===== config.mk =====
export PLATFORM = sky130hd
export DESIGN_NAME = reg_file
export DESIGN_NICKNAME = d
export VERILOG_FILES = /design/src/rtl/reg_file_pkg.sv /design/src/rtl/reg_file_read_port.sv /design/src/rtl/reg_file.sv
export SDC_FILE = /design/constraint.sdc
export NUM_CORES = 2
export LEC_CHECK = 0
export CAP_MARGIN = 20
export CELL_PAD_IN_SITES_DETAIL_PLACEMENT = 0
export CELL_PAD_IN_SITES_GLOBAL_PLACEMENT = 1
export CORE_MARGIN = 1
export CORE_UTILIZATION = 51
export CTS_BUF_LIST = sky130_fd_sc_hd__clkbuf_4
export DETAILED_ROUTE_END_ITERATION = 7
export PLACE_DENSITY = 0.91
export SLEW_MARGIN = 25
export SYNTH_ARGS = -nofsm -noshare
export SYNTH_HDL_FRONTEND = slang
export SYNTH_SLANG_ARGS = --single-unit

===== constraint.sdc =====
create_clock -name clk -period 4.4 [get_ports clk]
set_input_delay 0.66 -clock clk [delete_from_list [all_inputs] [get_ports clk]]
set_output_delay 0.66 -clock clk [all_outputs]
set_load 0.01 [all_outputs]

===== src/rtl/reg_file_pkg.sv =====
// Shared widths and types for the register file / rename table slice.
package reg_file_pkg;

    localparam int unsigned REG_NUM       = 32;
    localparam int unsigned REG_POS_WIDTH = 5;
    localparam int unsigned ROB_POS_WIDTH = 4;
    localparam int unsigned DATA_WIDTH    = 32;

    typedef logic [REG_POS_WIDTH-1:0] reg_pos_t;
    typedef logic [ROB_POS_WIDTH-1:0] rob_pos_t;
    typedef logic [DATA_WIDTH-1:0]    data_t;

    localparam logic TRUE  = 1'b1;
    localparam logic FALSE = 1'b0;

endpackage


===== src/rtl/reg_file_read_port.sv =====
// One source-operand read port: selects stored state and applies the
// same-cycle commit bypass so a consumer never waits on an already
// retiring producer.
module reg_file_read_port
    import reg_file_pkg::*;
(
    input  reg_pos_t             rs_pos,
    input  data_t                val_q [REG_NUM],
    input  logic [REG_NUM-1:0]   busy_q,
    input  rob_pos_t             tag_q [REG_NUM],
    input  logic                 commit_valid,
    input  reg_pos_t             commit_rd,
    input  data_t                commit_val,
    input  rob_pos_t             commit_rob_pos,
    output logic                 rs_busy,
    output data_t                rs_val,
    output rob_pos_t             rs_rob_pos
);

    logic hit;

    // Stored state by default; the committing producer's value overrides a pending entry.
    always_comb begin
        rs_busy    = busy_q[rs_pos];
        rs_val     = val_q[rs_pos];
        rs_rob_pos = tag_q[rs_pos];
        hit        = commit_valid && (commit_rd == rs_pos) && (rs_pos != '0)
                     && busy_q[rs_pos] && (tag_q[rs_pos] == commit_rob_pos);
        if (hit) begin
            rs_busy = FALSE;
            rs_val  = commit_val;
        end
        if (rs_pos == '0) begin
            rs_busy = FALSE;
            rs_val  = '0;
        end
    end

endmodule


===== src/rtl/reg_file.sv =====
// Architectural register file plus rd->ROB-tag rename table. Owns all
// storage; two read ports answer decoder operand queries.
module reg_file
    import reg_file_pkg::*;
(
    input  logic     clk,
    input  logic     rst,
    input  logic     rdy,
    input  logic     rollback,
    input  logic     issue_enable,
    input  reg_pos_t issue_rd,
    input  rob_pos_t issue_rob_pos,
    input  logic     commit_enable,
    input  reg_pos_t commit_rd,
    input  data_t    commit_val,
    input  rob_pos_t commit_rob_pos,
    input  reg_pos_t rs1_pos,
    input  reg_pos_t rs2_pos,
    output logic     rs1_busy,
    output data_t    rs1_val,
    output rob_pos_t rs1_rob_pos,
    output logic     rs2_busy,
    output data_t    rs2_val,
    output rob_pos_t rs2_rob_pos
);

    data_t              val_q [REG_NUM];
    data_t              val_d [REG_NUM];
    rob_pos_t           tag_q [REG_NUM];
    rob_pos_t           tag_d [REG_NUM];
    logic [REG_NUM-1:0] busy_q;
    logic [REG_NUM-1:0] busy_d;

    logic commit_wr;
    logic issue_wr;
    logic commit_valid;

    assign commit_wr    = commit_enable && (commit_rd != '0);
    assign issue_wr     = issue_enable && (issue_rd != '0);
    assign commit_valid = commit_enable && rdy;

    // Next-state: rollback wipes the rename table but committed values still land;
    // issue is applied after commit so a same-cycle re-issue keeps the entry busy.
    always_comb begin
        val_d  = val_q;
        tag_d  = tag_q;
        busy_d = busy_q;
        if (rdy) begin
            if (commit_wr) begin
                val_d[commit_rd] = commit_val;
            end
            if (rollback) begin
                busy_d = '0;
                tag_d  = '{default: '0};
            end else begin
                if (commit_wr && (tag_q[commit_rd] == commit_rob_pos)
                    && !(issue_wr && (issue_rd == commit_rd))) begin
                    busy_d[commit_rd] = FALSE;
                end
                if (issue_wr) begin
                    busy_d[issue_rd] = TRUE;
                    tag_d[issue_rd]  = issue_rob_pos;
                end
            end
        end
    end

    // State registers with synchronous reset.
    always_ff @(posedge clk) begin
        if (rst) begin
            val_q  <= '{default: '0};
            tag_q  <= '{default: '0};
            busy_q <= '0;
        end else begin
            val_q  <= val_d;
            tag_q  <= tag_d;
            busy_q <= busy_d;
        end
    end

    reg_file_read_port u_rs1 (
        .rs_pos         (rs1_pos),
        .val_q          (val_q),
        .busy_q         (busy_q),
        .tag_q          (tag_q),
        .commit_valid   (commit_valid),
        .commit_rd      (commit_rd),
        .commit_val     (commit_val),
        .commit_rob_pos (commit_rob_pos),
        .rs_busy        (rs1_busy),
        .rs_val         (rs1_val),
        .rs_rob_pos     (rs1_rob_pos)
    );

    reg_file_read_port u_rs2 (
        .rs_pos         (rs2_pos),
        .val_q          (val_q),
        .busy_q         (busy_q),
        .tag_q          (tag_q),
        .commit_valid   (commit_valid),
        .commit_rd      (commit_rd),
        .commit_val     (commit_val),
        .commit_rob_pos (commit_rob_pos),
        .rs_busy        (rs2_busy),
        .rs_val         (rs2_val),
        .rs_rob_pos     (rs2_rob_pos)
    );

endmodule


==> metrics.yaml <==
path_buf_inv: 3
fmax_mhz: 193
drt-wirelength-per-cell_um: 29.3
portBuffers: 139
clk_latency_ns: 1.25
slew_headroom_pct: 24.9
cts_root_buffer: "clkbuf_4"
yosys_warnings: 0
die-area_sq_mm: 0.124
yosysSeqAreaShare_pct: 37.8
cp_cell_sequence: "mux4_2, mux2i_2, nor2_1, or4_4, xor2_1, or4_4, or2_4, buf_12, buf_4, a21oi_2, buf_2"
grt_max_degree: 232
cap_viol_max_count: 0
avgSynthCellArea_sq_um: 9.09
cpMostUsedCell: "or4_4"
core_sq_mm: 0.122
peakVddDrop_uv: 291
clockBufferDepth: 4
critPathLaunchType: "register"
skew_ns: 0.0664
power.density_mw_per_mm2: 320
vias_per_cell: 6.71
drive_above_1_share_pct: 24.6
place_congestion: 1.05
clk_pin_slew_ns: 0.06
synth-seq-cells: 1184
vias: 59700
worstSetupPathType: "reg2out"
ant_nets: 0
synth_area_sq_mm: 0.0627
drtIter0Drc: 10700
pin_count: 140
synthDistinctLibCells: 57
leakagePower_nw: 24.6
fin_crit_sh_pct: 118
worstMarginPinSlew_ns: 1.13
endpoint_kind: "output pin"
cts_inserted_buffers: 332
finalHoldViolations: 0
whs_ns: 0.282
dieWidth_um: 353
h-tree-depth: 5
grt_overflow: 0
syn_to_final_growth_pct: 14.1
critPathTopFamily: "simple AND/OR/NAND/NOR gates"
grt_pass1_wl_mm: 373
die_h_um: 353
drcViolationCount: 0
place_hpwl_mm: 148
outcome: "finished with violations"
setup_violations: 66
cts_tree: "done"
ys_async_sr_fraction_pct: 0
cpPeakStageDelay_ns: 0.54
wl_mm: 260
worstPathRequired_ns: 3.74
worstPathMaxFanout: 17
worst_hold_path_type: "in2reg"
fin_ws_ns: -0.789
nets: 7109
synthFlopType: "dfxtp_1"
worstPathArrival_ns: 4.53
tns_ns: -44.62
synth_cells: 6898
grt_antenna_before_repair: 15
final_core_util_pct: 58.7
drv_slew: 0
rows: 128
crit_slowest_cell: "or4_4"
grt_pass1_vias: 55600
rsz0062_at_grt: "true"
firstDrtPassIters: 7
track_usage_pct: 40.7
start_util_pct: 51.4
syn-num-nets: 6964
synth_edf_count: 0
cts_sinks: 1184
failed_checks: "setup timing"
min_period_ns: 5.19
## kinds of logic after synthesis
kind of cell	synth area share, %
xor+xnor	0.363
simple gates	16.3
compound gates	12.0
mux	28.9
flops	37.8
buf+inv	4.65
## sequential cells by signal, summed over array words and instances, names as in the netlist
signal / count
val_q: 1024
tag_q: 128
busy_q: 32
## metrics by stage
step           area (sq um)  setup WS (ns)  total power, W  cells
3_3_place_gp          67200         -0.750          0.0131   8317
3_5_place_dp          67200         -0.808          0.0131   8317
2_1_floorplan         62700          0.168          0.0123   6898
4_1_cts               71400         -0.902          0.0228   8878
6_report              71500         -0.789          0.0229   8891
5_1_grt               71500         -0.897          0.0235   8887
## Yosys cell counts (all sizes together), types with 4 or more instances
master   count  area share [%]
nand3       25            0.20
o22ai        4           0.040
and3b        5           0.070
nor2       329             2.0
or3          4           0.040
or4          4           0.060
xor2        16            0.22
and3         8           0.080
mux2i      310             5.0
xnor2       10            0.14
a31oi       13            0.13
o21ai       67            0.54
a221oi      17            0.24
nor2b       52            0.52
and2        11            0.11
buf        133             1.0
o31ai       26            0.31
o211ai      32            0.38
nand4       13            0.13
nor3         7           0.056
nor3b        7           0.084
dfxtp     1184              38
nand2b       7           0.070
o2111ai     10            0.14
o221ai       5           0.070
o211a       32            0.51
a21oi     1057             8.4
mux4       654              24
o21a        28            0.34
nor4         5           0.050
a22oi       45            0.54
a211oi      19            0.23
mux2        23            0.41
nand2     2115              13
clkbuf     593             3.6
or2          5           0.050
## final timing paths
| path | startpoint | to | slack [ns] | depth (start not counted) |
|---|---|---|---|---|
| worst min register to register | val_q[559]$_SDFFE_PP0P_ | val_q[559]$_SDFFE_PP0P_ | 0.47 | 2 |
| worst max-delay path | tag_q[112]$_SDFFE_PP0P_ | rs1_val[14] | -0.79 | 11 |
| worst min-delay path | commit_val[24] | val_q[440]$_SDFFE_PP0P_ | 0.28 | 4 |
| worst max register to register | tag_q[5]$_SDFFE_PP0P_ | busy_q[15]$_SDFFE_PP0P_ | 1.38 | 10 |
## placed cells by master, fill, tap and decap left out, drive strengths merged, types with 52 or more instances in the layout
master	Yosys	final
o21ai	67	67
clkdlybuf4s50	0	62
nand2	2115	2115
mux2i	310	310
mux4	654	654
nor2b	52	52
buf	133	474
clkinv	3	59
nor2	329	329
clkbuf	593	481
dfxtp	1184	1184
a21oi	1057	1057
## worst reg2reg max path: stages (launching register included)
cell	delay, ns
dfxtp_2	0.33
buf_4	0.14
mux4_2	0.50
a22oi_1	0.42
nand4_1	0.19
xor2_1	0.19
a311oi_1	0.45
nand4b_1	0.16
buf_4	0.22
o211ai_1	0.19
o21ai_0	0.12
## final cells by class
| cell class | count | area, sq um |
|---|---|---|
| repair buffers | 537 | 5080 |
| clock buffers | 481 | 3610 |
| flip-flops and latches | 1184 | 23700 |
| multi-input cells | 4982 | 36700 |
| clock inverters | 62 | 319 |
| inverters | 6 | 26.3 |
| well taps | 1625 | 2030 |
| diodes | 14 | 35.0 |
| fillers | 10500 | 50400 |
## where the power goes
| part | internal (W) | switching [W] | leakage [nW] |
|---|---|---|---|
| clock network | 0.00514 | 0.00482 | 2.37 |
| logic | 0.000722 | 0.00142 | 12.7 |
| registers | 0.0108 | 0.0000304 | 9.54 |
| total | 0.0166 | 0.00627 | 24.6 |
## repair_timing
| action | CTS | global route |
|---|---|---|
| hold endpoints to repair | 91 | 0 |
| setup endpoints to repair | 66 | 67 |
| hold buffers | 1 | 0 |
| setup buffers | 14 | 2 |
| gates resized for setup | 333 | 31 |
| cloned | 4 | 0 |
| pin swaps | 7 | 5 |
## metal layers
metal  wire [um]  global-route usage [%]  vias to the layer above
li1            -                       -                    24700
met3       42200                    14.6                     1263
met2      109000                    57.5                     5239
met1       90100                    52.5                    28400
met4       18600                    26.1                       12
met5          81                       0                        -
(Power assumes the default switching activity.)
